## src/rtl/kernel_pingpong_buffer.sv

```systemverilog
// Double-buffered K x K weight store between the weight-fetch DMA and the MAC array.
// One bank fills from a valid/ready word stream while the other is presented to the
// convolution engine as a complete parallel kernel, so filter switches need no reload.
//
// Ports:
//   clk           rising-edge clock
//   reset         synchronous active-low reset
//   soft_clear    synchronous flush of both banks' state (active-high)
//   wr_valid      producer word valid
//   wr_ready      buffer can take a word this cycle (registers only)
//   wr_data       weight word, element 0 first
//   wr_count      elements already written into the current fill bank
//   kout_valid    kout_data holds a complete kernel
//   kout_data     kernel; element 0 at MSBs, element N-1 at LSBs
//   kout_bank     bank currently driving kout_data
//   kernel_done   consumer releases the presented kernel
//   err_underflow sticky: kernel_done seen with no kernel presented
module kernel_pingpong_buffer #(
  parameter int unsigned DATA_W = 8,
  parameter int unsigned K      = 3,
  parameter int unsigned ADDR_W = 6
) (
  input  logic                     clk,
  input  logic                     reset,
  input  logic                     soft_clear,
  input  logic                     wr_valid,
  output logic                     wr_ready,
  input  logic [DATA_W-1:0]        wr_data,
  output logic [ADDR_W-1:0]        wr_count,
  output logic                     kout_valid,
  output logic [K*K*DATA_W-1:0]    kout_data,
  output logic                     kout_bank,
  input  logic                     kernel_done,
  output logic                     err_underflow
);

  localparam int unsigned N  = K * K;
  localparam int unsigned KW = N * DATA_W;

  // Each bank is kept already packed in output order.
  logic [KW-1:0]     bank_q [2];

  logic [1:0]        full_q, full_d;
  logic              wr_bank_q, wr_bank_d;
  logic              rd_bank_q, rd_bank_d;
  logic [ADDR_W-1:0] wr_count_q, wr_count_d;
  logic              kout_valid_q, kout_valid_d;
  logic [KW-1:0]     kout_data_q, kout_data_d;
  logic              kout_bank_q, kout_bank_d;
  logic              err_q, err_d;

  logic              wr_fire, wr_last, rel_fire;

  always_comb begin
    wr_fire      = wr_valid && !full_q[wr_bank_q];
    wr_last      = (wr_count_q == ADDR_W'(N - 1));
    rel_fire     = kernel_done && kout_valid_q;

    full_d       = full_q;
    wr_bank_d    = wr_bank_q;
    rd_bank_d    = rd_bank_q;
    wr_count_d   = wr_count_q;
    kout_valid_d = kout_valid_q;
    kout_data_d  = kout_data_q;
    kout_bank_d  = kout_bank_q;
    err_d        = err_q;

    if (soft_clear) begin
      full_d       = '0;
      wr_bank_d    = 1'b0;
      rd_bank_d    = 1'b0;
      wr_count_d   = '0;
      kout_valid_d = 1'b0;
      kout_data_d  = '0;
      kout_bank_d  = 1'b0;
      err_d        = 1'b0;
    end else begin
      if (wr_fire) begin
        if (wr_last) begin
          wr_count_d          = '0;
          full_d[wr_bank_q]   = 1'b1;
          wr_bank_d           = ~wr_bank_q;
        end else begin
          wr_count_d = wr_count_q + ADDR_W'(1);
        end
      end

      // Release and a last write never target the same bank: that bank would be full.
      if (rel_fire) begin
        full_d[rd_bank_q] = 1'b0;
        rd_bank_d         = ~rd_bank_q;
      end else if (kernel_done) begin
        err_d = 1'b1;
      end

      // Presentation follows the pre-edge full flags, so a freshly filled bank appears one
      // cycle after its last write while an already-full bank appears right at a release.
      kout_valid_d = full_q[rd_bank_d];
      kout_bank_d  = rd_bank_d;
      if (kout_valid_d || rel_fire) begin
        kout_data_d = bank_q[rd_bank_d];
      end
    end
  end

  always_ff @(posedge clk) begin
    if (!reset) begin
      full_q       <= '0;
      wr_bank_q    <= 1'b0;
      rd_bank_q    <= 1'b0;
      wr_count_q   <= '0;
      kout_valid_q <= 1'b0;
      kout_data_q  <= '0;
      kout_bank_q  <= 1'b0;
      err_q        <= 1'b0;
    end else begin
      full_q       <= full_d;
      wr_bank_q    <= wr_bank_d;
      rd_bank_q    <= rd_bank_d;
      wr_count_q   <= wr_count_d;
      kout_valid_q <= kout_valid_d;
      kout_data_q  <= kout_data_d;
      kout_bank_q  <= kout_bank_d;
      err_q        <= err_d;
    end
  end

  // Bank storage is never cleared; a refill overwrites every element.
  always_ff @(posedge clk) begin
    if (reset && !soft_clear && wr_fire) begin
      for (int unsigned i = 0; i < N; i++) begin
        if (wr_count_q == ADDR_W'(i)) begin
          bank_q[wr_bank_q][(N - 1 - i) * DATA_W +: DATA_W] <= wr_data;
        end
      end
    end
  end

  assign wr_ready      = !full_q[wr_bank_q];
  assign wr_count      = wr_count_q;
  assign kout_valid    = kout_valid_q;
  assign kout_data     = kout_data_q;
  assign kout_bank     = kout_bank_q;
  assign err_underflow = err_q;

endmodule

```

## config.mk

```make
export PLATFORM = sky130hd
export DESIGN_NAME = kernel_pingpong_buffer
export DESIGN_NICKNAME = d
export VERILOG_FILES = /design/src/rtl/kernel_pingpong_buffer.sv
export SDC_FILE = /design/constraint.sdc
export NUM_CORES = 1
export LEC_CHECK = 0
export BUFFER_PORTS_ARGS = -buffer_cell sky130_fd_sc_hd__buf_2
export CORE_MARGIN = 3
export CORE_UTILIZATION = 45
export CTS_CLUSTER_DIAMETER = 100
export DETAILED_ROUTE_END_ITERATION = 12
export GPL_TIMING_DRIVEN = 0
export SKIP_CTS_REPAIR_TIMING = 1
export SLEW_MARGIN = 20
export SYNTH_ARGS = -nofsm -noshare
export SYNTH_HDL_FRONTEND = slang
export SYNTH_SLANG_ARGS = --single-unit
```

## constraint.sdc

```tcl
create_clock -name clk -period 5.9 [get_ports clk]
set_clock_uncertainty 0.2 [all_clocks]
set_input_delay 1.18 -clock clk [delete_from_list [all_inputs] [get_ports clk]]
set_output_delay 1.18 -clock clk [all_outputs]
set_load 0.01 [all_outputs]
```

* After elaboration in Yosys (flattened, before gate mapping)
Memory sizes are Yosys's and may differ from the RTL's. A register that Yosys moved wholly into a read port is not among the register bits.
Index checks and enable logic that the tools add are counted.
Widths: inputs -> output; s select.
** Word-level totals
- Bits in registers :: 12
- Input bits :: 13
- RAM bits :: 144
- Logic and storage cells :: 83
- Memories kept :: 1
** Cells by class
- Magnitude comparators :: 5
- Equal/unequal tests :: 8
- Bitwise logic cells :: 7
- Reductions and logical operators :: 13
- Add/sub/neg operators :: 1
- Mux-type cells :: 42
** Memories
- bank_q :: words 2, width 72, rd ports 1, clocked after Yosys merged registers in 1, wr ports 1, RTL line 41 : logic [KW-1:0] bank_q [2];
** Operator list (count)
- $mux 1 :: 35
- $eq 6x3->1 const B :: 4
- $eq 6x2->1 const B :: 2
- $mux 2 :: 4
- $add 6x1->6 const B :: 1
- $eq 6x1->1 const B :: 1
- $eq 6x4->1 const B :: 1
- $logic_and 1x1->1 :: 6
- $logic_not 6->1 :: 1
- $lt 1x2->1 const B :: 3
- $mux 6 :: 1
- $not 1->1 :: 4
- $reduce_and 2->1 :: 2
- $and 2x2->2 :: 1
- $demux 1 s1 :: 2
- $ge 1x1->1 const B :: 2
- $logic_not 1->1 :: 2
- $not 2->2 :: 1
- $or 2x2->2 :: 1
- $reduce_or 2->1 :: 1
- $logic_or 1x1->1 :: 1

* Logic depth before layout (Yosys ltp)
- Word-level depth :: 10
- Depth in mapped cells :: 6
- Gate-level depth less buffers :: 5

* Least setup slack after synthesis
Ideal clock, no wire load.
- Path kind :: input to register
- Start point :: in wr_valid
- End point :: mem bank_q[0][0] (netlist bit) (enable)
- Required time :: 5.315 ns
- Setup slack :: 2.809 ns
- Stages on the path :: 3
- Arrival :: 2.505 ns
- Cells stage by stage :: or3b_4 > nor3_1 > nor3b_1
** Between the ends
- Word-level cells in the longest chain between the ends :: 4
** RTL lines
- from (decl) :: RTL line 26 : input logic wr_valid,
- $logic_and 1x1->1 :: RTL line 55 : wr_fire = wr_valid && !full_q[wr_bank_q];
- $logic_and 1x1->1 :: RTL line 130 : if (reset && !soft_clear && wr_fire) begin
- $mux 1 :: RTL line 130
- $mux 1 (implied by the code) :: RTL line 133 : bank_q[wr_bank_q][(N - 1 - i) * DATA_W +: DATA_W] <= wr_data;
- to (decl) :: RTL line 41
No other way between the ends.

* Worst setup path after layout
- Start point :: reg wr_bank_q
- End point :: out wr_ready
** Between the ends
- Word-level cells in the longest chain between the ends :: 3
** RTL lines
- from (decl) :: RTL line 44 : logic wr_bank_q, wr_bank_d;
- from (signal assigned) :: RTL line 118 : wr_bank_q <= wr_bank_d;
- $mux 1 (implied by the code) (2 in a row) :: RTL line 139 : assign wr_ready = !full_q[wr_bank_q];
- $logic_not 1->1 :: RTL line 139
- to (decl) :: RTL line 27 : output logic wr_ready,
No other way between the ends. The select of a mux whose other input is x is not followed.

==> parameters.txt <==
Parameter                              Value

Status
  Result of the run ... finished clean

Timing
  Period Utilization, post-route ... 55.11%
  Number of max-slew violations in the final report ... 0
  Number of endpoints with negative hold slack in the final report ... 0
  Setup TNS after final layout ... 0 ps
  Max-slew headroom at the worst pin ... 23.70%
  Actual transition at the worst max-transition pin ... 1140 ps
  Minimum period implied by the final worst setup slack ... 3251 ps
  Unrepaired setup endpoints after global routing ... false
  Max Freq ... 307.6 MHz
  Number of failing setup endpoints in the final timing report ... 0

Die
  Number of placed I/O pins ... 95
  Core footprint ... 19140 µm²
  Die outline area ... 21610 µm²
  Vert. Die Dim ... 147.0 µm
  # rows ... 50
  Effective utilization at floorplan ... 46.75%
  DIE WIDTH ... 147.0 µm

Routing
  Number of antenna-violating nets in the routed design ... 0
  Mean number of vias per cell ... 5.875
  Post-detailed-route DRC marker count ... 0
  Routed len/inst ... 22.40 µm
  DRC marker count from the first detailed-route iteration ... 542
  Count of TritonRoute iterations in the first routing pass ... 7
  Total via count after detailed routing ... 6304
  Wire length after detailed routing ... 24040 µm

Global route
  Overall routing resource usage ... 21.80%
  GRT overflow ... 0
  Antenna violations before repair ... 0
  Maximum number of pins on one net before global-route repair ... 19
  Vias in the first global route ... 6349
  Wire length of the first global-routing pass ... 36760 µm

Layout
  Fraction of layout instances using a drive strength above 1 ... 27.55%
  Antenna diode count ... 0
  Relative area change from synthesis to final layout ... 18.40%
  Commonest non-fill, non-tap cell in the layout ... edfxtp_1
  Area used by multi-input combinational logic ... 2630 µm²
  Layout filler cell count ... 1660
  Commonest cells after routing, fill and taps aside ... edfxtp_1 (144), buf_2 (100), dfxtp_1 (84)
  Non-filler instance count after layout ... 1073
  Sequential cell area ... 6006 µm²
  Final net count ... 812

Clocking
  Total clock buffers created by CTS ... 24
  CTS tree ... yes
  Buffer cell driving the clock tree root ... clkbuf_16
  CTS max path bufs ... 3
  Num Clock Sinks ... 228
  Clock slew at reported path FFs ... 60 ps
  Clock latency at the later pin of the worst-skew pair ... 520 ps
  Htree depth ... 1

Critical path
  Path type of the worst setup path ... reg2out
  Worst Path Arrival ... 1870 ps
  Top delay family on crit path ... buffers and inverters
  CP startpoint kind ... flop
  Required time at the endpoint of the critical path ... 4520 ps
  Critical path fanouts, max ... 10
  CP peak stage delay ... 390 ps
  Highest-delay cell along the critical path ... mux2_2
  Type of destination of the critical path ... output pin
  Cell-by-cell listing of the critical path ... mux2_2, clkbuf_1, inv_1, buf_2
  CP bufs+invs ... 3

Hold path
  Classification of the worst-slack hold path ... reg2reg

Synth
  Synth cell types ... 39
  Prevailing post-synth register cell ... edfxtp_1
  Top cells by area in the synthesized netlist ... edfxtp_1 (48%), dfxtp_1 (19%), a311oi_2 (10%)
  Number of enable flip-flop cells after synthesis ... 144
  Post-synthesis sequential area ratio ... 67.11%
  Post-synthesis net count ... 687
  Total of flip-flops plus latches after synthesis ... 228
  Library cell with the largest summed area after synthesis ... edfxtp_1
  Share of synthesized registers carrying an async set or reset ... 0%
  Area of the mapped netlist ... 8949 µm²
  Instance count of the mapped netlist ... 670
  Share of Yosys cell area claimed by the top area cell type ... 48.32%
  Mean instance size in the synthesized netlist ... 13.36 µm²
  Yosys warning count ... 0

Placed design
  IO Port Bufs ... 94
  Gp weighted congestion ... 0.8149
  Count of placed standard cells including taps ... 1029
  Detail Placement HPWL ... 15410 µm

Pwr
  Leakage dissipation ... 3.610 nW
  Total power divided by cell area ... 306.4 nW/µm²
  Worst VDD drop ... 0.0002344 V

Job
  Max_cap viols ... 0
## worst register-to-register path, delay by kind of cell (launching register included)
kind	cells	cell delay (ps)
simple gates	2	1180
buf+inv	2	430
flops	1	370
mux	1	390
## worst paths after layout
check	cells after the start	endpoint	slack [ps]	from
worst max-delay path	4	wr_ready	2650	wr_bank_q
worst min-delay path	2	err_underflow	270	err_underflow
worst min register to register	2	err_underflow	270	err_underflow
worst max register to register	5	bank_q[1][18]	2940	wr_bank_q
## per-layer routing
layer | wire length (µm) | share of wire (%) | GRT usage, % | vias up
met3 | 1579 | 6.6 | 3.115 | 47
li1 | - | - | - | 2866
met5 | 0 | 0 | 0 | -
met2 | 11400 | 47 | 35.93 | 258
met1 | 10420 | 43 | 30.11 | 3133
met4 | 643 | 2.7 | 6.897 | 0
## state kept, by name, summed over array words and instances, names as in the netlist
register,count
wr_count,6
err_underflow,1
kout_bank,1
kout_valid,1
wr_bank_q,1
kout_data,72
full_q,2
bank_q,144
## area by class of cell
type / instances / area share [%]
well taps: 260 / 3.070
clock inverters: 12 / 1.027
plain buffers: 67 / 3.047
multi-input cells: 369 / 24.82
clock buffers: 32 / 6.341
repair buffers: 99 / 4.795
flip-flops and latches: 228 / 56.68
inverters: 6 / 0.2126
## per-stage QoR
step	power, mW	utilization [%]	area (µm²)	setup slack (ps)	hold WS (ps)
6_report	3.246	55.35	10600	2649	269.3
5_1_grt	3.337	55.35	10600	2525	322.7
3_5_place_dp	1.785	51.24	9809	2316	262.8
3_3_place_gp	1.783	50.90	9744	1856	256.6
4_1_cts	3.266	55.32	10590	2635	278.4
2_1_floorplan	1.751	-	8949	2809	260.8
## cell usage after synthesis (2+ instances only)
cell type,instances
buf_6,8
a311oi_2,60
inv_1,6
ha_1,4
clkbuf_1,49
nand4_1,5
nor3b_1,3
o31ai_1,3
nand2_1,5
dfxtp_1,84
nand3_1,75
or3_1,2
buf_1,3
buf_2,6
a21oi_1,9
nor3_1,78
o21ai_0,77
nand2b_1,4
nand3b_1,2
a311oi_1,12
edfxtp_1,144
nor2_1,14
## logic make-up after synthesis
family	Yosys count	share of synthesized area [%]
buf+inv	73	3.859
compound gates	166	16.85
flops	228	67.11
simple gates	196	11.26
fa+ha+maj	4	0.5593
mux	3	0.3635
## power by group
part           total (mW)  internal, mW  switching [mW]
clock                1.50         0.886           0.610
combinational      0.0534       0.00995          0.0434
sequential           1.70          1.70         0.00138
Power figures use the tool's default switching activity.
